==> src/rtl/snake_ctrl.sv <==
// snake_ctrl: game-level controller for the snake body engine.
// Paces movement ticks from video frames, buffers direction presses,
// detects food eating and sequences the game state.
//
// state | meaning
// IDLE  | waiting for start; no ticks, presses ignored
// RUN   | ticks paced from frames, presses queued, eats detected
// LOST  | engine reported a collision; score held until restart
// WON   | engine reached max length; score held until restart
module snake_ctrl #(
    parameter int BASE_FRAMES   = 8,
    parameter int MIN_FRAMES    = 3,
    parameter int SPEEDUP_EVERY = 4
) (
    input  logic       clk,
    input  logic       rst,
    input  logic       i_frame,
    input  logic [3:0] i_btn,
    input  logic       i_start,
    output logic       o_tick,
    input  logic       i_tick_done,
    output logic [1:0] o_dir,
    input  logic [1:0] i_head_dir,
    input  logic [4:0] i_head_x,
    input  logic [3:0] i_head_y,
    input  logic [4:0] i_food_x,
    input  logic [3:0] i_food_y,
    output logic       o_eat,
    input  logic       i_failure,
    input  logic       i_success,
    output logic       o_restart,
    output logic [1:0] o_state,
    output logic [7:0] o_score
);

    typedef enum logic [1:0] {
        ST_IDLE = 2'b00,
        ST_RUN  = 2'b01,
        ST_LOST = 2'b10,
        ST_WON  = 2'b11
    } state_t;

    localparam logic [7:0] BASE_P  = 8'(BASE_FRAMES);
    localparam logic [7:0] MIN_P   = 8'(MIN_FRAMES);
    localparam logic [7:0] SPEED_N = 8'(SPEEDUP_EVERY);

    state_t     state_q, state_d;
    logic       tick_q, tick_d;
    logic       restart_q, restart_d;
    logic       enter_run, to_idle;
    logic [7:0] frame_cnt_q;
    logic [7:0] period_q;
    logic [7:0] speed_cnt_q;
    logic [7:0] score_q;
    logic       eat_check_q;
    logic [1:0] q0_q, q1_q;
    logic [1:0] q_cnt_q;

    logic       in_run, stay_run, handshake, expire, pop;
    logic       press_one_hot, press_ok;
    logic [1:0] press_dir, ref_dir;
    logic       eat;

    assign in_run    = (state_q == ST_RUN);
    assign stay_run  = in_run && (state_d == ST_RUN);
    assign handshake = tick_q && i_tick_done;
    assign pop       = handshake;
    // >= rather than == so a period shrink while the counter sits at the
    // old terminal value still expires instead of wrapping through 255.
    assign expire    = in_run && i_frame && (frame_cnt_q >= period_q - 8'd1);

    // state register
    always_ff @(posedge clk) begin
        if (rst) state_q <= ST_IDLE;
        else     state_q <= state_d;
    end

    // next state, tick request and restart pulse
    always_comb begin
        state_d   = state_q;
        enter_run = 1'b0;
        to_idle   = 1'b0;
        restart_d = 1'b0;
        tick_d    = tick_q;
        case (state_q)
            ST_IDLE: begin
                if (i_start) begin
                    state_d   = ST_RUN;
                    enter_run = 1'b1;
                end
            end
            ST_RUN: begin
                if (i_failure)      state_d = ST_LOST;
                else if (i_success) state_d = ST_WON;
            end
            default: begin
                if (i_start) begin
                    state_d   = ST_IDLE;
                    to_idle   = 1'b1;
                    restart_d = 1'b1;
                end
            end
        endcase
        if (handshake)          tick_d = 1'b0;
        if (expire)             tick_d = 1'b1;
        if (state_d != ST_RUN)  tick_d = 1'b0;
    end

    // decode a single-button press into a direction code
    always_comb begin
        press_dir     = 2'b00;
        press_one_hot = 1'b0;
        case (i_btn)
            4'b0001: begin press_dir = 2'b00; press_one_hot = 1'b1; end
            4'b0010: begin press_dir = 2'b01; press_one_hot = 1'b1; end
            4'b0100: begin press_dir = 2'b10; press_one_hot = 1'b1; end
            4'b1000: begin press_dir = 2'b11; press_one_hot = 1'b1; end
            default: ;
        endcase
    end

    // presses are judged against the last direction the snake will take
    assign ref_dir  = (q_cnt_q == 2'd0) ? i_head_dir :
                      (q_cnt_q == 2'd1) ? q0_q : q1_q;
    assign press_ok = in_run && press_one_hot &&
                      (press_dir != ref_dir) &&
                      (press_dir != {ref_dir[1], ~ref_dir[0]}) &&
                      ((q_cnt_q != 2'd2) || pop);

    // two-entry direction queue; press evaluated before the same-cycle pop
    always_ff @(posedge clk) begin
        if (rst || enter_run || to_idle) begin
            q0_q    <= 2'b00;
            q1_q    <= 2'b00;
            q_cnt_q <= 2'd0;
        end else begin
            case ({pop && (q_cnt_q != 2'd0), press_ok})
                2'b10: begin
                    q0_q    <= q1_q;
                    q_cnt_q <= q_cnt_q - 2'd1;
                end
                2'b01: begin
                    if (q_cnt_q == 2'd0) q0_q <= press_dir;
                    else                 q1_q <= press_dir;
                    q_cnt_q <= q_cnt_q + 2'd1;
                end
                2'b11: begin
                    if (q_cnt_q == 2'd2) begin
                        q0_q <= q1_q;
                        q1_q <= press_dir;
                    end else begin
                        q0_q <= press_dir;
                    end
                end
                default: ;
            endcase
        end
    end

    assign eat = eat_check_q && stay_run &&
                 (i_head_x == i_food_x) && (i_head_y == i_food_y);

    // tick pacing, eat bookkeeping, score and speed-up
    always_ff @(posedge clk) begin
        if (rst) begin
            tick_q      <= 1'b0;
            restart_q   <= 1'b0;
            eat_check_q <= 1'b0;
            frame_cnt_q <= 8'd0;
            period_q    <= BASE_P;
            speed_cnt_q <= 8'd0;
            score_q     <= 8'd0;
        end else begin
            tick_q      <= tick_d;
            restart_q   <= restart_d;
            eat_check_q <= handshake;
            if (enter_run)
                frame_cnt_q <= 8'd0;
            else if (in_run && i_frame)
                frame_cnt_q <= expire ? 8'd0 : frame_cnt_q + 8'd1;
            if (to_idle) begin
                score_q     <= 8'd0;
                period_q    <= BASE_P;
                speed_cnt_q <= 8'd0;
            end else if (eat) begin
                if (score_q != 8'hFF) score_q <= score_q + 8'd1;
                if (speed_cnt_q + 8'd1 >= SPEED_N) begin
                    speed_cnt_q <= 8'd0;
                    if (period_q > MIN_P) period_q <= period_q - 8'd1;
                end else begin
                    speed_cnt_q <= speed_cnt_q + 8'd1;
                end
            end
        end
    end

    assign o_tick    = tick_q;
    assign o_dir     = (q_cnt_q != 2'd0) ? q0_q : i_head_dir;
    assign o_eat     = eat;
    assign o_restart = restart_q;
    assign o_state   = state_q;
    assign o_score   = score_q;

endmodule

==> config.mk <==
export PLATFORM = sky130hd
export DESIGN_NAME = snake_ctrl
export DESIGN_NICKNAME = d
export VERILOG_FILES = /design/src/rtl/snake_ctrl.sv
export SDC_FILE = /design/constraint.sdc
export NUM_CORES = 1
export LEC_CHECK = 0
export ABC_AREA = 1
export CELL_PAD_IN_SITES_DETAIL_PLACEMENT = 0
export CELL_PAD_IN_SITES_GLOBAL_PLACEMENT = 1
export CORE_MARGIN = 2
export CORE_UTILIZATION = 34
export CTS_BUF_LIST = sky130_fd_sc_hd__clkbuf_16
export CTS_CLUSTER_SIZE = 10
export DETAILED_ROUTE_END_ITERATION = 16
export GPL_ROUTABILITY_DRIVEN = 1
export PLACE_DENSITY = 0.84
export SLEW_MARGIN = 20
export SYNTH_ARGS = -nofsm -noshare
export SYNTH_HDL_FRONTEND = slang
export SYNTH_SLANG_ARGS = --single-unit
export TNS_END_PERCENT = 50
==> constraint.sdc <==
create_clock -name clk -period 2.3 [get_ports clk]
set_input_delay 0.46 -clock clk [delete_from_list [all_inputs] [get_ports clk]]
set_output_delay 0.46 -clock clk [all_outputs]
set_load 0.005 [all_outputs]
==> flow_summary_export.csv <==
group,metric,value,unit
yosys,synth_compound_area_share,6.67,%
yosys,async_flop_share,0,%
run_status,run_status,"completed",
drt,drc,0,
global_routing,grt_start_max_net_pins,15,
yosys,synth_xor_area_share,5.80,%
critical_path,crit_type,"in2out",
timing,setup-violations-final,0,
yosys,synth_top_family_by_area,"simple AND/OR/NAND/NOR gates",
drt,routedWlPerCell,10.5,um
global_routing,grt_pass1_vias,2605,
timing,relSlewSlack,76.6,%
floorplanning,start_util,34.9,%
power_and_ir_drop,power.leakage,0.00178,uW
timing,fmax,450,MHz
power_and_ir_drop,ir_worst_vdd,0.000243,V
floorplanning,die_x,95.9,um
cts,cts_tree,"built",
timing,fin_setup_tns,0,ps
global_routing,antenna_found_initial,0,
finish,nets,572,
finish,utilization,47.9,%
drt,routed_wl,6580,um
cts,cts_buffer_depth,2,
drt,vias_per_cell,4.58,
finish,regArea,861,sq um
timing,finalMaxSlewViolations,0,
yosys,post-synth-top-area-cell,"dfxtp_1",
finish,fin_cells,629,
yosys,yosys_warnings,0,
critical_path,reg2reg_from,"q_cnt_q[0]$_SDFFE_PP0P_",
finish,multi_input_area,0.00182,sq mm
yosys,synth_area_leaders,"dfxtp_1, nand2_1, inv_1",
yosys,synth_fp_nets,487,
drt,dr.pass1.iters,4,
timing,finClkSkew,6.39,ps
drt,drt-initial-drc-count,111,
critical_path,reg2reg_to,"q1_q[0]$_SDFFE_PP0P_",
critical_path,reg2reg_slack,140,ps
critical_path,cp_max_fo,3,
floorplanning,io_pins,46,
yosys,ys_ff_latch,43,
critical_path,crit_end,"o_eat",
global_routing,gr-usage-all-layers,14.6,%
finish,fillCellCount,837,
yosys,synth-main-ff-cell,"dfxtp_1",
yosys,synth_commonest_cells,"nand2_1, inv_1, nor2_1, dfxtp_1, nand3_1",
yosys,synth.cell_area,0.00287,sq mm
yosys,synth_edf_count,0,
yosys,yosysTopAreaCellShare,30.0,%
cts,clkTransAtPathRegs,60,ps
timing,worst_slew_pin_slew,348,ps
min_path,holdCritPathClass,"reg2reg",
run,max_cap_violations,0,
placement,gp_congestion,0.840,
critical_path,required,1840,ps
global_routing,grt_pass1_wl,10900,um
placement,post_dp_cell_area,0.00369,sq mm
global_routing,grt_remaining_overflow,0,
power_and_ir_drop,powerDensity,440,mW/mm^2
yosys,syn_area_per_cell,6.55,sq um
yosys,ys_seq_area_share,30.0,%
timing,whs,462,ps
floorplanning,die-area,0.00919,sq mm
critical_path,cp.arrival,1760,ps
timing,grt_setup_unrepaired,"true",
critical_path,worstSetupStartpointType,"primary input",
floorplanning,fp.dieH,95.9,um
cts,clkLatencyLatePin,280,ps
placement,dp_hpwl,5230,um
cts,cts_hold_buf,0,
yosys,synthMuxAreaShare,0,%
cts,numCtsBuffers,5,
finish,design_area,0.00393,sq mm
yosys,yosysMostFrequentCell,"nand2_1",
yosys,synthAdderAreaFrac,7.85,%
finish,final_layout_size_suffix_gt1_share,16.2,%
yosys,synth.distinct_cells,29,
floorplanning,core-area,0.00822,sq mm
critical_path,worstSetupEndpointType,"output port",
drt,dr_total_vias,2880,
placement,io_buffers,45,
critical_path,startpoint,"i_start",
drt,ant_nets,0,
cts,cts_sinks,43,
finish,area_growth,37.0,%
placement,dp_cells,619,
floorplanning,core.rowCount,33,
critical_path,reg2reg_depth,13,
yosys,synth_cells,438,
timing,period_needed,2220,ps
cts,htreeDepth,2,
timing,finalCritPeriodShare,96.6,%
cts,cts-root-buf,"clkbuf_16",
yosys,yosys.area_share.simple,40.1,%
finish,antenna_cells,0,
timing,final-hold-violation-count,0,
==> state kept, by name, summed over array words and instances (netlist names) <==
| register | flops |
|---|---|
| o_state | 2 |
| frame_cnt_q | 8 |
| q0_q | 2 |
| o_tick | 1 |
| o_score | 8 |
| period_q | 8 |
| q1_q | 2 |
| o_restart | 1 |
| q_cnt_q | 2 |
| eat_check_q | 1 |
| speed_cnt_q | 8 |
==> per-stage QoR <==
stage / total power (uW) / worst slack, ps
after detailed placement: 1050 / -345
after floorplan: 912 / 141
after global routing: 1810 / -41.0
final: 1730 / 79.2
after global placement: 1050 / -243
after CTS: 1740 / 6.08
==> layer usage <==
metal	vias up	track usage (%)	part of all wire (%)
met5	-	0	0
met4	0	3.21	0.67
met3	4	2.66	3.5
met2	41	26.5	48
met1	1276	18.0	47
li1	1559	-	-
==> final cells by class <==
| type | count | share of cell area [%] |
|---|---|---|
| inverter | 68 | 6.62 |
| timing repair buffer | 81 | 18.4 |
| clock inverter | 3 | 0.414 |
| clock buffer | 5 | 3.18 |
| sequential | 43 | 21.9 |
| tap | 105 | 3.34 |
| multi-input combinational | 324 | 46.2 |
==> how the worst min path moves through the flow <==
stage / start / end / slack, ps / cells after the start
after global routing: speed_cnt_q[5]$_SDFFE_PP0P_ / speed_cnt_q[5]$_SDFFE_PP0P_ / 480 / 2
after detailed placement: speed_cnt_q[5]$_SDFFE_PP0P_ / speed_cnt_q[5]$_SDFFE_PP0P_ / 450 / 2
after global placement: speed_cnt_q[6]$_SDFFE_PP0P_ / speed_cnt_q[6]$_SDFFE_PP0P_ / 450 / 2
final: speed_cnt_q[6]$_SDFFE_PP0P_ / speed_cnt_q[6]$_SDFFE_PP0P_ / 460 / 2
after floorplan: speed_cnt_q[2]$_SDFFE_PP0P_ / speed_cnt_q[2]$_SDFFE_PP0P_ / 440 / 2
after CTS: speed_cnt_q[2]$_SDFFE_PP0P_ / speed_cnt_q[2]$_SDFFE_PP0P_ / 460 / 2
==> worst max-delay path, cell delays in order <==
cell and delay [ps]:
clkdlybuf4s50_1 480, inv_1 70, nand2_1 70, nand3_2 110
nor2_4 100, nand3b_1 120, nor2_4 130, clkdlybuf4s15_1 230
==> layout by cell type (no fill, tap or decap), types with 2 or more instances in the layout <==
master | Yosys | routed
nand3_1 | 25 | 22
xnor2_1 | 6 | 6
clkbuf_16 | 0 | 5
or2_2 | 2 | 2
nand4_1 | 20 | 20
ha_2 | 0 | 2
nor2_1 | 62 | 58
nand3_4 | 2 | 2
buf_4 | 0 | 36
a21oi_1 | 20 | 19
clkdlybuf4s50_1 | 0 | 43
dfxtp_1 | 43 | 43
ha_1 | 18 | 15
nor3_2 | 1 | 2
inv_1 | 65 | 64
nor2_4 | 3 | 3
nor3_1 | 9 | 8
inv_2 | 2 | 4
nand2_1 | 114 | 111
o21ai_0 | 12 | 11
nand3_2 | 2 | 5
xor2_1 | 13 | 13
nand3b_1 | 2 | 2
nand2_2 | 3 | 5
nor2_2 | 5 | 9
==> cell families after synthesis <==
kind of cell,after synthesis
compound gates,36
buf+inv,71
simple gates,251
fa+ha+maj,18
flops,43
xor+xnor,19
==> power breakdown <==
group	switching [uW]	leakage, uW	internal [uW]	total [uW]
registers	8.20	0.000347	753	761
clock network	291	0.0000710	396	687
logic	141	0.00137	142	284
==> timing repair <==
| item | 4_1_cts | 5_1_grt |
|---|---|---|
| resized for setup | 5 | 21 |
| setup endpoints to repair | 11 | 14 |
| hold endpoints to repair | 0 | 0 |
| buffers inserted | 0 | 2 |
| pin swaps | 1 | 5 |
Power figures use the tool's default switching activity.
